--- src/rtl/lab1_imul_pkg.sv ---
// ---------------------------------------------------------------------------
// lab1_imul_pkg
//
// Shared declarations for the iterative integer multiplier:
//   imul_state_t        control FSM states (IDLE, CALC, DONE)
//   IMUL_DEFAULT_NBITS  default operand/result width
//   imul_state_char()   one ASCII character per state, used by line-trace
//                       tooling ('I', 'C', 'D')
// ---------------------------------------------------------------------------
package lab1_imul_pkg;

  typedef enum logic [1:0] {
    IMUL_IDLE,
    IMUL_CALC,
    IMUL_DONE
  } imul_state_t;

  localparam int IMUL_DEFAULT_NBITS = 32;

  // Line-trace hook: a trace printer shows msg in, this character, msg out.
  function automatic logic [7:0] imul_state_char(input imul_state_t s);
    case (s)
      IMUL_IDLE: return 8'h49;  // 'I'
      IMUL_CALC: return 8'h43;  // 'C'
      IMUL_DONE: return 8'h44;  // 'D'
      default:   return 8'h3F;  // '?'
    endcase
  endfunction

endpackage

--- src/rtl/lab1_imul_int_mul_iter_dpath.sv ---
// ---------------------------------------------------------------------------
// lab1_imul_int_mul_iter_dpath
//
// Datapath of the iterative shift-add multiplier: operand registers, the
// accumulating result register, the step counter, the shifters and adder.
// All sequencing decisions come from the parent FSM.
//
// Ports
//   clk            clock
//   reset          synchronous, active-high; clears every register
//   i_load         capture a = i_msg[2N-1:N], b = i_msg[N-1:0]; clear result
//                  and count
//   i_step         perform one shift-add step
//   i_add          accumulate a into result during this step
//   i_msg          request message {a, b}
//   o_b_lsb        b_reg[0]
//   o_b_zero       b_reg == 0 (present only when
//                  LAB1_IMUL_INT_MUL_ITER_EARLY_EXIT_EN is defined)
//   o_count_last   count == NBITS-1 (this step is the final one)
//   o_result       accumulated product, low NBITS bits
// ---------------------------------------------------------------------------
module lab1_imul_int_mul_iter_dpath
  import lab1_imul_pkg::*;
#(
  parameter int NBITS = IMUL_DEFAULT_NBITS
) (
  input  logic               clk,
  input  logic               reset,
  input  logic               i_load,
  input  logic               i_step,
  input  logic               i_add,
  input  logic [2*NBITS-1:0] i_msg,
  output logic               o_b_lsb,
`ifdef LAB1_IMUL_INT_MUL_ITER_EARLY_EXIT_EN
  output logic               o_b_zero,
`endif
  output logic               o_count_last,
  output logic [NBITS-1:0]   o_result
);

  localparam int CNT_W = $clog2(NBITS);
  localparam logic [CNT_W-1:0] CNT_LAST = CNT_W'(NBITS - 1);

  logic [NBITS-1:0] r_a;
  logic [NBITS-1:0] r_b;
  logic [NBITS-1:0] r_result;
  logic [CNT_W-1:0] r_count;

  // The sum wraps at NBITS bits; higher product bits are discarded.
  logic [NBITS-1:0] w_sum;
  assign w_sum = r_result + r_a;

  always_ff @(posedge clk) begin
    if (reset) begin
      r_a      <= '0;
      r_b      <= '0;
      r_result <= '0;
      r_count  <= '0;
    end else if (i_load) begin
      r_a      <= i_msg[2*NBITS-1:NBITS];
      r_b      <= i_msg[NBITS-1:0];
      r_result <= '0;
      r_count  <= '0;
    end else if (i_step) begin
      if (i_add) begin
        r_result <= w_sum;
      end
      r_a     <= r_a << 1;
      r_b     <= r_b >> 1;
      r_count <= r_count + CNT_W'(1);
    end
  end

  assign o_b_lsb      = r_b[0];
`ifdef LAB1_IMUL_INT_MUL_ITER_EARLY_EXIT_EN
  assign o_b_zero     = (r_b == '0);
`endif
  assign o_count_last = (r_count == CNT_LAST);
  assign o_result     = r_result;

endmodule

--- src/rtl/lab1_imul_int_mul_iter.sv ---
// ---------------------------------------------------------------------------
// lab1_imul_int_mul_iter
//
// Parametrised iterative shift-add integer multiplier with val/rdy streams.
// One partial product per cycle; result is the low NBITS bits of a*b, which
// is the same for signed and unsigned operands.
//
// Build option
//   LAB1_IMUL_INT_MUL_ITER_EARLY_EXIT_EN  when defined, CALC finishes as soon
//   as the remaining multiplier bits are all zero (variable latency). The
//   NBITS-step bound still applies. Results are identical in both builds.
//
// Ports
//   clk           clock
//   reset         synchronous, active-high; aborts any in-flight multiply
//   istream_val   request valid
//   istream_rdy   unit can accept a request (IDLE, forced 0 during reset)
//   istream_msg   {a[2N-1:N], b[N-1:0]}, sampled only on the accept edge
//   ostream_val   result valid (DONE, forced 0 during reset)
//   ostream_rdy   sink accepts result
//   ostream_msg   low NBITS of a*b (forced 0 during reset)
//
// Line trace: tools print istream_msg, imul_state_char(r_state), ostream_msg.
// ---------------------------------------------------------------------------
module lab1_imul_int_mul_iter
  import lab1_imul_pkg::*;
#(
  parameter int NBITS = IMUL_DEFAULT_NBITS
) (
  input  logic               clk,
  input  logic               reset,
  input  logic               istream_val,
  output logic               istream_rdy,
  input  logic [2*NBITS-1:0] istream_msg,
  output logic               ostream_val,
  input  logic               ostream_rdy,
  output logic [NBITS-1:0]   ostream_msg
);

  imul_state_t      r_state;
  logic             r_in_rdy;   // mirrors r_state == IMUL_IDLE
  logic             r_out_val;  // mirrors r_state == IMUL_DONE

  logic             w_load;
  logic             w_step;
  logic             w_add;
  logic             w_b_lsb;
  logic             w_count_last;
  logic             w_calc_exit;
  logic [NBITS-1:0] w_result;

  assign w_load = r_in_rdy && istream_val;

`ifdef LAB1_IMUL_INT_MUL_ITER_EARLY_EXIT_EN
  logic w_b_zero;
  // Once b is exhausted further steps cannot change the result, so leave
  // CALC without touching the datapath.
  assign w_step      = (r_state == IMUL_CALC) && !w_b_zero;
  assign w_calc_exit = w_b_zero || w_count_last;
`else
  assign w_step      = (r_state == IMUL_CALC);
  assign w_calc_exit = w_count_last;
`endif

  assign w_add = w_step && w_b_lsb;

  lab1_imul_int_mul_iter_dpath #(
    .NBITS(NBITS)
  ) u_dpath (
    .clk          (clk),
    .reset        (reset),
    .i_load       (w_load),
    .i_step       (w_step),
    .i_add        (w_add),
    .i_msg        (istream_msg),
    .o_b_lsb      (w_b_lsb),
`ifdef LAB1_IMUL_INT_MUL_ITER_EARLY_EXIT_EN
    .o_b_zero     (w_b_zero),
`endif
    .o_count_last (w_count_last),
    .o_result     (w_result)
  );

  // Control FSM. DONE always returns through IDLE, so a new request is taken
  // no earlier than one cycle after the result transfer.
  always_ff @(posedge clk) begin
    if (reset) begin
      r_state   <= IMUL_IDLE;
      r_in_rdy  <= 1'b1;
      r_out_val <= 1'b0;
    end else begin
      case (r_state)
        IMUL_IDLE: begin
          if (istream_val) begin
            r_state  <= IMUL_CALC;
            r_in_rdy <= 1'b0;
          end
        end
        IMUL_CALC: begin
          if (w_calc_exit) begin
            r_state   <= IMUL_DONE;
            r_out_val <= 1'b1;
          end
        end
        IMUL_DONE: begin
          if (ostream_rdy) begin
            r_state   <= IMUL_IDLE;
            r_out_val <= 1'b0;
            r_in_rdy  <= 1'b1;
          end
        end
        default: begin
          r_state   <= IMUL_IDLE;
          r_in_rdy  <= 1'b1;
          r_out_val <= 1'b0;
        end
      endcase
    end
  end

  // Outputs stay quiet for the whole time reset is asserted, including the
  // part of the cycle before the reset edge.
  assign istream_rdy = r_in_rdy && !reset;
  assign ostream_val = r_out_val && !reset;
  assign ostream_msg = reset ? '0 : w_result;

endmodule

--- config.mk ---
export PLATFORM = sky130hd
export DESIGN_NAME = lab1_imul_int_mul_iter
export DESIGN_NICKNAME = d
export VERILOG_FILES = /design/src/rtl/lab1_imul_pkg.sv /design/src/rtl/lab1_imul_int_mul_iter_dpath.sv /design/src/rtl/lab1_imul_int_mul_iter.sv
export SDC_FILE = /design/constraint.sdc
export NUM_CORES = 1
export LEC_CHECK = 0
export CORE_MARGIN = 2
export CORE_UTILIZATION = 40
export DETAILED_ROUTE_END_ITERATION = 10
export GPL_TIMING_DRIVEN = 0
export HOLD_SLACK_MARGIN = 0.06
export PLACE_DENSITY_LB_ADDON = 0.3
export SYNTH_ARGS = -nofsm -noshare
export SYNTH_HDL_FRONTEND = slang
export SYNTH_SLANG_ARGS = --single-unit
--- constraint.sdc ---
create_clock -name clk -period 3.45 [get_ports clk]
set_input_delay 0.69 -clock clk [delete_from_list [all_inputs] [get_ports clk]]
set_output_delay 0.69 -clock clk [all_outputs]
set_load 0.02 [all_outputs]
# [Word level (Yosys, flattened, before mapping)]
# Cells that the tools add are included.
[word_totals] register_bits=105 output_inout_bits=34 elab_cells=44
[op_classes] add_sub_neg=2 eq_ne=6 muxes=15 bitwise=2 reduce_logical=12
[ops] op="32-bit 2-to-1 mux" count=5
[ops] op="32-bit adder" count=1
[ops] op="3-bit AND reduction" count=3
[ops] op="2-bit 2-to-1 mux" count=3
[ops] op="1-bit case mux with 3 select lines" count=2
[ops] op="2-bit case mux with 3 select lines" count=1
[ops] op="5-bit by 1-bit adder with 5-bit output (second input constant)" count=1
[ops] op="5-bit equality test (second input constant)" count=1
[ops] op="1-bit logical AND" count=4
[ops] op="1-bit 2-to-1 mux" count=4
[ops] op="2-bit inequality test (second input constant)" count=2
[ops] op="2-bit by 1-bit equality test with 1-bit output (second input constant)" count=1
[ops] op="2-bit equality test (second input constant)" count=1
[ops] op="2-bit zero test" count=1
[ops] op="2-bit by 1-bit inequality test with 1-bit output (second input constant)" count=1
[ops] op="1-bit NOT" count=2
[ops] op="2-bit AND reduction" count=1
[ops] op="2-bit nonzero test" count=1
[ops] op="2-bit OR reduction" count=1
[ops] op="1-bit zero test" count=1

# [Longest topological paths before layout]
# Gate-level depths: netlist of run 1.
[logic_depth] word_depth=3 ltp_mapped=9 ltp_nobuf=9

# [Hierarchy]
# From an unflattened synthesis of run 1, not the netlist that was laid out.
[hier_totals] hier_cells=800 area_unflattened_um2=6269.8
[by_module_without_submodules] mod="lab1_imul_int_mul_iter_dpath" n_inst=1 cells_each=742 area_per_inst_um2=5851.9 seq_area_each_um2=2021.9
[by_module_without_submodules] mod="lab1_imul_int_mul_iter" n_inst=1 cells_each=58 area_per_inst_um2=417.9 seq_area_each_um2=80.1

# [Least setup slack after synthesis of run 1]
# Ideal clock, no wire load.
[synth_path] path_type="register to register" startpoint="register u_dpath.r_a[0]" endpoint="register u_dpath.r_result[26], in the netlist u_dpath.o_result[26]" setup_ns=0.117 arrival_time_ns=2.184 path_slack_ns=1.149 path_stages_with_launch=10 period_less_slack_ns=2.301 cell_sequence="dfxtp_1 -> ha_1 -> fa_1 -> a21oi_1 -> o21ai_2 -> a21oi_2 -> o41ai_2 -> o211ai_2 -> a211o_1 -> a32o_1"
[synth_between] elab_chain_len=1
[synth_rtl] item="from (decl)" line="lab1_imul_int_mul_iter_dpath.sv:44" rtl="logic [NBITS-1:0] r_a;"
[synth_rtl] item="from (signal assigned)" line="lab1_imul_int_mul_iter_dpath.sv:60" rtl="r_a <= i_msg[2*NBITS-1:NBITS];"
[synth_rtl] item="from (signal assigned)" line="lab1_imul_int_mul_iter_dpath.sv:68" rtl="r_a <= r_a << 1;"
[synth_rtl] item="32-bit adder" line="lab1_imul_int_mul_iter_dpath.sv:51" rtl="assign w_sum = r_result + r_a;"
[synth_rtl] item="to (signal assigned)" line="lab1_imul_int_mul_iter_dpath.sv:66" rtl="r_result <= w_sum;"
[synth_rtl] item="to (decl)" line="lab1_imul_int_mul_iter_dpath.sv:46" rtl="logic [NBITS-1:0] r_result;"
# Every way passes these cells.
# A chain may end at the register's enable or synchronous reset.

# [Worst setup path in the final report of run 1]
[layout_path] startpoint="input port reset" endpoint="output port ostream_msg[28]"
[layout_between] elab_chain_len=1
[layout_rtl] item="from (decl)" line="lab1_imul_int_mul_iter.sv:31" rtl="input logic reset,"
[layout_rtl] item="32-bit 2-to-1 mux" line="lab1_imul_int_mul_iter.sv:125" rtl="assign ostream_msg = reset ? '0 : w_result;"
[layout_rtl] item="to (decl)" line="lab1_imul_int_mul_iter.sv:37" rtl="output logic [NBITS-1:0] ostream_msg"
# Every way passes these cells.

==> results of run 1 <==
==> per-stage QoR <==
step                      util, %  TNS (ns)  hold WS [ns]  cell area [µm²]  setup WS (ns)
after global placement       49.0     -1.67         0.455             7450         -0.228
after floorplan                 -         0         0.443             6200           1.15
final                        50.9         0         0.465             7740          0.148
after global routing         50.9         0         0.495             7740         0.0660
after CTS                    50.9         0         0.470             7740        0.00242
after detailed placement     49.0     -2.29         0.460             7450         -0.266
==> sequential cells by signal, indices dropped and copies added (netlist names) <==
register / flops
r_in_rdy: 1
r_out_val: 1
r_state: 2
u_dpath.o_result: 32
u_dpath.r_a: 32
u_dpath.r_b: 32
u_dpath.r_count: 5
==> logic make-up after synthesis <==
logic type / after synthesis / share of synthesized area [%]
and+or+nand+nor: 258 / 19.4
AOI/OAI and AO/OA: 201 / 22.3
DFF: 105 / 33.9
muxes: 65 / 10.5
buffers and inverters: 60 / 3.89
adders and majority gates: 34 / 6.98
xor gates and xnor gates: 22 / 3.11
==> cell type report <==
| class | instances | area (µm²) |
|---|---|---|
| Multi-Input combinational cell | 580 | 3860 |
| Clock buffer | 11 | 233 |
| Clock inverter | 5 | 56.3 |
| Timing Repair Buffer | 101 | 1010 |
| Fill cell | 1444 | 7460 |
| Inverter | 7 | 26.3 |
| Buffer | 53 | 219 |
| Tap cell | 188 | 235 |
| Sequential cell | 105 | 2100 |
==> layer usage <==
layer,track usage [%],vias to the layer above,share of wire (%)
met5,0,-,0
met1,29.7,2719,48
met2,34.8,160,45
met4,8.12,0,2.0
li1,-,2936,-
met3,3.28,26,5.3
==> repair_timing <==
action | CTS | global route
hold buffers | 0 | 0
endpoints found under the setup margin | 13 | 10
setup buffers | 0 | 0
resized for setup | 2 | 2
hold endpoints to repair | 0 | 0
==> placed cells by master, fill, tap and decap left out, types with 4 or more instances in the layout <==
master,instances
dfxtp_1,105
nor2_1,101
clkdlybuf4s50_1,101
a211oi_1,71
mux2i_1,65
nand2_1,58
a21oi_1,50
nor2b_1,39
clkbuf_1,37
ha_1,33
o21ai_0,24
nand4_1,18
xor2_1,16
buf_2,13
nand3_1,12
clkbuf_16,9
nor3_1,7
inv_1,7
xnor2_1,6
a21o_1,6
and2_1,5
o211ai_1,5
o21a_1,4
o21bai_1,4
==> worst min-delay path, cell delays in order, from the launching register on <==
cell and delay (ns):
dfxtp_1 0.32, nand2_1 0.05, a21oi_1 0.05
==> power breakdown <==
part | total, µW | internal, µW | switching [µW]
Clock | 1030 | 562 | 471
Combinational | 511 | 230 | 281
Sequential | 1350 | 1290 | 57.4
==> how the worst max path moves through the flow <==
stage / startpoint / to / slack, ns / cells after the start
finish: reset / ostream_msg[28] / 0.15 / 5
global route: reset / ostream_msg[24] / 0.07 / 5
CTS: reset / ostream_msg[24] / 0.002 / 5
detailed placement: reset / ostream_msg[28] / -0.27 / 5
global placement: reset / ostream_msg[28] / -0.23 / 5
floorplan: u_dpath.r_a[0] / u_dpath.o_result[26] / 1.15 / 9
==> flow_summary.toml, run 1 <==
[outcome]
status = "completed"

[global_route]
grt_pass1_vias = 5737
grt_usage_pct = 21.7
grt.overflow.total = 0
grt_pass1_wl_um = 28700
antenna_found_initial = 0
grt_max_degree = 17

[worst_hold_path]
min-delay-start = "u_dpath.o_result[8]"
whs_path_depth = 2
holdPathEnd = "u_dpath.o_result[8]"
hp-class = "reg2reg"

[floorplan]
core_area_um2 = 15200
num_rows = 45
io_pins = 102
die_w_um = 129
die_area_um2 = 16500
die_h_um = 129
start_util_pct = 40.8

[logic_synthesis]
ys_seq_elements = 105
ys.flop_type = "dfxtp_1"
ys_warn_count = 0
syn_area_um2 = 6200
yosysTopAreaCell = "dfxtp_1"
synth_most_common_cell = "dfxtp_1"
ys_top_cells_by_count = "dfxtp_1 (105), nor2_1 (101), a211oi_1 (71)"
ys_types = 62
synth_async_sr_flop_share_pct = 0
syn_avg_cell_area_um2 = 8.33
synth.area.top_cells = "dfxtp_1 (34%), mux2i_1 (10%), a211oi_1 (8.6%)"
synth-edff-count = 0
syn-num-nets = 847
yosysTopAreaCellShare_pct = 33.9
ys_seq_area_share_pct = 33.9
synthCells = 745

[finish]
area_delta_synth_final_pct = 24.8
antennaDiodeCount = 0
drive_gt1_share_pct = 4.76
instances_no_fill = 1050
nNetsFinal = 959

[clock_tree]
cts_sinks = 105
clkTransAtPathRegs_ns = 0.06
cts.htree.levels = 3
root_buffer = "clkbuf_16"
tritoncts = "yes"
cts_buffers = 9
insertion_delay_ns = 0.37
ctsLongestPathBuffers = 2

[worst_setup_path]
cp_slowest_cell = "clkdlybuf4s50_1"
worst_path_most_repeated_cell = "clkdlybuf4s50_1"
reg2reg_to = "u_dpath.o_result[26]"
criticalPathCategory = "in2out"
crit_fanout = 10
setup.worst_path.start_class = "primary input"
r2r_slack_ns = 0.73
path_cells = "clkdlybuf4s50_1 > clkbuf_2 > buf_2 > nor2b_1 > clkdlybuf4s50_1"
crit_arrival_ns = 2.61
crit_path_end_kind = "output pin"
reg2reg_depth = 9
critPathRequiredTime_ns = 2.76
crit_family = "buffers and inverters"
slowest_delay_ns = 0.63
r2r_start = "u_dpath.r_a[0]"
cp_num_buf_inv = 4

[detailed_routing]
wire_per_inst_um = 16.3
drtAntennaViolNets = 0
drt-pass1-iter-count = 5
drt_wl_total_um = 17100
vias_per_cell = 5.56
vias = 5841
drt_iter0_markers = 310
drc = 0

[timing]
drv_slew = 0
fmax_mhz = 303
period_needed_ns = 3.30
relSlewSlack_pct = 55.7
rsz0062_at_grt = "false"
hold_viol = 0
setup_viol = 0
worstMarginPinSlew_ns = 0.664
fin_worst_skew_ns = 0.0107
finalCritPeriodShare_pct = 95.7

[power_and_ir_drop]
p_leak_uw = 0.00298
ir_drop_uv = 241
power.total_uw = 2890
p_per_area_nw_per_um2 = 373

[place]
io_buffers = 101
dp_hpwl_um = 13100
dp.cells = 1034
gp_congestion = 0.919

[run]
drv_cap = 0
Power figures use the tool's default switching activity.
==> run 2, diff against run 1 <==
- GPL_TIMING_DRIVEN: 0 -> unset
==> run 2 against run 1 <==
Global-route usage decreased by 2.7 points. Critical path depth decreased by 2. Total power increased by 0.19%. Worst hold slack improved by 0.0094 ns. Register-to-register slack about the same. Combinational power decreased by 5.7%. Sequential power about the same. Critical endpoint is now ostream_msg[31]. Largest cell class unchanged.
==> flow_summary.toml, run 2 (synthesis results as in run 1) <==
[worst_setup_path]
setup.worst_path.start_class = "primary input"
critPathRequiredTime_ns = 2.76
reg2reg_depth = 9
criticalPathCategory = "in2out"
crit_path_end_kind = "output pin"
slowest_delay_ns = 0.61
crit_arrival_ns = 2.10
path_cells = "buf_4 > nor2b_1 > clkdlybuf4s50_1"
r2r_start = "u_dpath.r_a[0]"
cp_slowest_cell = "buf_4"
r2r_slack_ns = 0.73
reg2reg_to = "u_dpath.o_result[26]"
crit_fanout = 83

[worst_hold_path]
whs_path_depth = 2
holdPathEnd = "u_dpath.o_result[13]"
min-delay-start = "u_dpath.o_result[13]"
hp-class = "reg2reg"

[floorplan]
start_util_pct = 40.8
io_pins = 102
die_w_um = 129
die_area_um2 = 16500
die_h_um = 129
core_area_um2 = 15200
num_rows = 45

[power_and_ir_drop]
p_per_area_nw_per_um2 = 381
power.total_uw = 2900
p_leak_uw = 0.00292
ir_drop_uv = 252

[clock_tree]
root_buffer = "clkbuf_16"
holdBufCountCts = 0
post_cts_buffers = 0
cts_sinks = 105
insertion_delay_ns = 0.36
clkTransAtPathRegs_ns = 0.07
cts_resized = 0
ctsLongestPathBuffers = 2
cts.htree.levels = 3
cts_buffers = 9
tritoncts = "yes"

[detailed_routing]
vias = 5478
drt-pass1-iter-count = 5
drt_iter0_markers = 344
vias_per_cell = 5.45
drt_wl_total_um = 15500
drc = 0
drtAntennaViolNets = 0
wire_per_inst_um = 15.4

[finish]
fillers = 1500
area_delta_synth_final_pct = 22.7
drive_gt1_share_pct = 4.53
mostFrequentLayoutCells = "dfxtp_1 (105), nor2_1 (101), clkdlybuf4s50_1 (100), a211oi_1 (71), mux2i_1 (65)"
nNetsFinal = 914
antennaDiodeCount = 0
layout_commonest_cell = "dfxtp_1"

[global_route]
grt_usage_pct = 19.0
grt.overflow.total = 0
antenna_found_initial = 0
grt_max_degree = 89
grt_pass1_vias = 5197
grt_pass1_wl_um = 25500

[timing]
relSlewSlack_pct = 25.1
finalCritPeriodShare_pct = 80.9
period_needed_ns = 2.79
fmax_mhz = 359
worstMarginPinSlew_ns = 1.12
fin_worst_skew_ns = 0.00880
setup_viol = 0
rsz0062_at_grt = "false"
fin_tns_setup_ns = 0
hold_viol = 0
drv_slew = 0
hold-worst-slack_ns = 0.474

[place]
gp_congestion = 0.864
dp_hpwl_um = 11100
io_buffers = 101

[run]
drv_cap = 0

[outcome]
status = "completed"
-- run 2: cell count changes in the layout (fill, tap and decap cells not counted), moves of 2 or more --
cell,delta
clkbuf_1,-36
buf_2,-13
buf_4,+9
clkbuf_2,-3
inv_6,+3
buf_1,-2
-- run 2: where the power goes --
group	switching [µW]	internal (µW)
clock network	492	576
logic	256	226
registers	57.6	1290
-- run 2: per-stage QoR --
step,area [µm²],cells,utilization (%),setup slack [ns]
after global placement,7310,989,48.1,0.541
after global routing,7610,1005,50.0,0.548
after floorplan,6200,745,-,1.15
after CTS,7610,1005,50.0,0.635
final,7610,1005,50.0,0.661
after detailed placement,7310,989,48.1,0.532
-- run 2: worst max path at each step --
| stage | from | end | slack, ns | cells after the start |
|---|---|---|---|---|
| after global routing | reset | ostream_msg[0] | 0.55 | 3 |
| final | reset | ostream_msg[31] | 0.66 | 3 |
| after detailed placement | istream_val | u_dpath.o_result[25] | 0.53 | 7 |
| after CTS | reset | ostream_msg[31] | 0.64 | 3 |
| after floorplan | u_dpath.r_a[0] | u_dpath.o_result[26] | 1.15 | 9 |
| after global placement | istream_val | u_dpath.o_result[25] | 0.54 | 7 |
-- run 2: worst max-delay path: cells and delay by family --
family                 cells  cell delay, ns
buffers and inverters      2            1.20
and+or+nand+nor            1            0.18
-- run 2: layer usage --
| metal | share of wire [%] | vias to the layer above | track usage, % |
|---|---|---|---|
| met5 | 0 | - | 0 |
| met1 | 50 | 2508 | 25.7 |
| li1 | - | 2844 | - |
| met2 | 45 | 109 | 30.6 |
| met4 | 1.4 | 0 | 5.82 |
| met3 | 3.9 | 17 | 3.91 |
-- run 2: final cells by class --
type	count	area [µm²]	area share, %
multi-input cells	580	3870	50.9
flip-flops and latches	105	2100	27.6
repair buffers	109	1070	14.0
well taps	188	235	3.09
clock buffers	10	229	3.01
clock inverters	6	72.6	0.954
inverters	7	26.3	0.345
==> run 3, diff against run 2 <==
- clock period: 3.45 -> 2.9 ns (I/O delays scaled with it)
==> run 3 against run 2 <==
Sequential power rose by 19%. Count of clock-buffer cells in the layout down 1. Core utilization increased by 0.77 points. Highest routed layer unchanged. First-iteration DRC count grew 5.8%. Wire length up 1.7%. Clock power is 29% higher. Final cell count rose by 0.80%. Design area rose by 1.5%. Total power is 23% higher. Flip-flop and latch count is the same. Largest power group unchanged.
==> flow_summary.toml, run 3 (synthesis results as in run 1) <==
[power_and_ir_drop]
p_per_area_nw_per_um2 = 462
ir_drop_uv = 370
power_frac_seq_pct = 44.8
swShare_pct = 25.8
clkPwrFrac_pct = 38.6
p_switching_uw = 921
power_frac_comb_pct = 16.6
p_leak_uw = 0.00298
intPower_uw = 2650

[place]
dp_hpwl_um = 11400
gp_congestion = 0.924
io_buffers = 101

[finish]
layout_commonest_cell = "dfxtp_1"
antennaDiodeCount = 0
nNetsFinal = 924
area_delta_synth_final_pct = 24.6
drive_gt1_share_pct = 5.58
mostFrequentLayoutCells = "dfxtp_1 (105), nor2_1 (101), clkdlybuf4s50_1 (100), a211oi_1 (71), mux2i_1 (65)"

[worst_setup_path]
reg2reg_to = "u_dpath.o_result[26]"
slowest_delay_ns = 0.48
crit_fanout = 5
path_cells = "ha_1 > fa_1 > a21oi_1 > o21ai_2 > a21oi_2 > o41ai_2 > o211ai_2 > a211o_1 > a32o_1"
path_depth = 9
crit_arrival_ns = 2.95
r2r_slack_ns = 0.20
endpoint = "u_dpath.o_result[26]"
crit_start = "u_dpath.r_a[0]"
crit_path_end_kind = "flop"
critPathRequiredTime_ns = 3.14
crit_family = "compound AO/OA/AOI/OAI gates"
setup.worst_path.start_class = "flop"
r2r_start = "u_dpath.r_a[0]"
cp_num_buf_inv = 0
cp_slowest_cell = "o41ai_2"
reg2reg_depth = 9
criticalPathCategory = "reg2reg"

[worst_hold_path]
hp-class = "reg2reg"

[clock_tree]
insertion_delay_ns = 0.36
clkTransAtPathRegs_ns = 0.07
holdBufCountCts = 0
ctsLongestPathBuffers = 2
cts.htree.levels = 3
cts_resized = 0
cts_sinks = 105
cts_buffers = 9
post_cts_buffers = 0
root_buffer = "clkbuf_16"
tritoncts = "yes"

[timing]
drv_slew = 0
fin_worst_skew_ns = 0.0150
relSlewSlack_pct = 40.4
worstMarginPinSlew_ns = 0.891
rsz0062_at_grt = "false"
fin_tns_setup_ns = 0
hold-worst-slack_ns = 0.471
finalCritPeriodShare_pct = 93.3
fmax_mhz = 370
hold_viol = 0
setup_viol = 0
period_needed_ns = 2.70

[detailed_routing]
vias_per_cell = 5.49
vias = 5558
drtAntennaViolNets = 0
wire_per_inst_um = 15.5
drt_wl_total_um = 15700
drt_iter0_markers = 364
drt-pass1-iter-count = 4
drc = 0

[global_route]
antenna_found_initial = 0
grt_usage_pct = 19.3
grt_max_degree = 125
grt_pass1_wl_um = 25800
grt.overflow.total = 0
grt_pass1_vias = 5319

[floorplan]
die_area_um2 = 16500
die_h_um = 129
die_w_um = 129
io_pins = 102
core_area_um2 = 15200
start_util_pct = 40.8
num_rows = 45

[run]
drv_cap = 0

[outcome]
status = "completed"
run 3: worst min-delay path by stage:
stage | depth (start not counted) | endpoint | from
2_1_floorplan | 2 | u_dpath.o_result[10] | u_dpath.o_result[10]
3_3_place_gp | 2 | u_dpath.o_result[8] | u_dpath.o_result[8]
4_1_cts | 2 | u_dpath.o_result[16] | u_dpath.o_result[16]
5_1_grt | 2 | u_dpath.o_result[8] | u_dpath.o_result[8]
6_report | 2 | u_dpath.o_result[16] | u_dpath.o_result[16]
3_5_place_dp | 2 | u_dpath.o_result[16] | u_dpath.o_result[16]
run 3: area by class of cell:
class / count / area, µm²
Fill cell: 1466 / 7480
Multi-Input combinational cell: 580 / 3870
Sequential cell: 105 / 2100
Timing Repair Buffer: 119 / 1160
Tap cell: 188 / 235
Clock buffer: 9 / 225
Clock inverter: 5 / 106
Inverter: 7 / 26.3
run 3: worst reg2reg max path, cell delays in order, from the launching register on:
cell and delay [ns]:
dfxtp_1 0.36, ha_1 0.22, fa_1 0.22, a21oi_1 0.12, o21ai_2 0.24, a21oi_2 0.13
o41ai_2 0.48, o211ai_2 0.23, a211o_1 0.34, a32o_1 0.25
run 3: layer usage:
metal,track usage [%],up-vias,part of all wire (%)
li1,-,2864,-
met1,25.4,2545,48
met2,31.0,122,45
met3,4.74,27,4.3
met4,6.65,0,2.3
met5,0,-,0
run 3: metrics by stage:
stage	worst slack [ns]	util [%]	power [µW]	area (µm²)	cells
global placement	0.267	48.6	2220	7390	999
finish	0.195	50.8	3570	7720	1013
CTS	0.214	50.8	3610	7720	1013
floorplan	0.599	-	2010	6200	745
detailed placement	0.229	48.6	2220	7390	999
global route	0.0139	50.8	3730	7720	1013
run 3: power groups by stage:
stage | Sequential, µW | Clock, µW | Combinational (µW)
final | 1600 | 1380 | 593
after global routing | 1610 | 1460 | 657
after CTS | 1600 | 1410 | 596
after detailed placement | 1630 | 0 | 591
after global placement | 1630 | 0 | 588
after floorplan | 1610 | 0 | 399
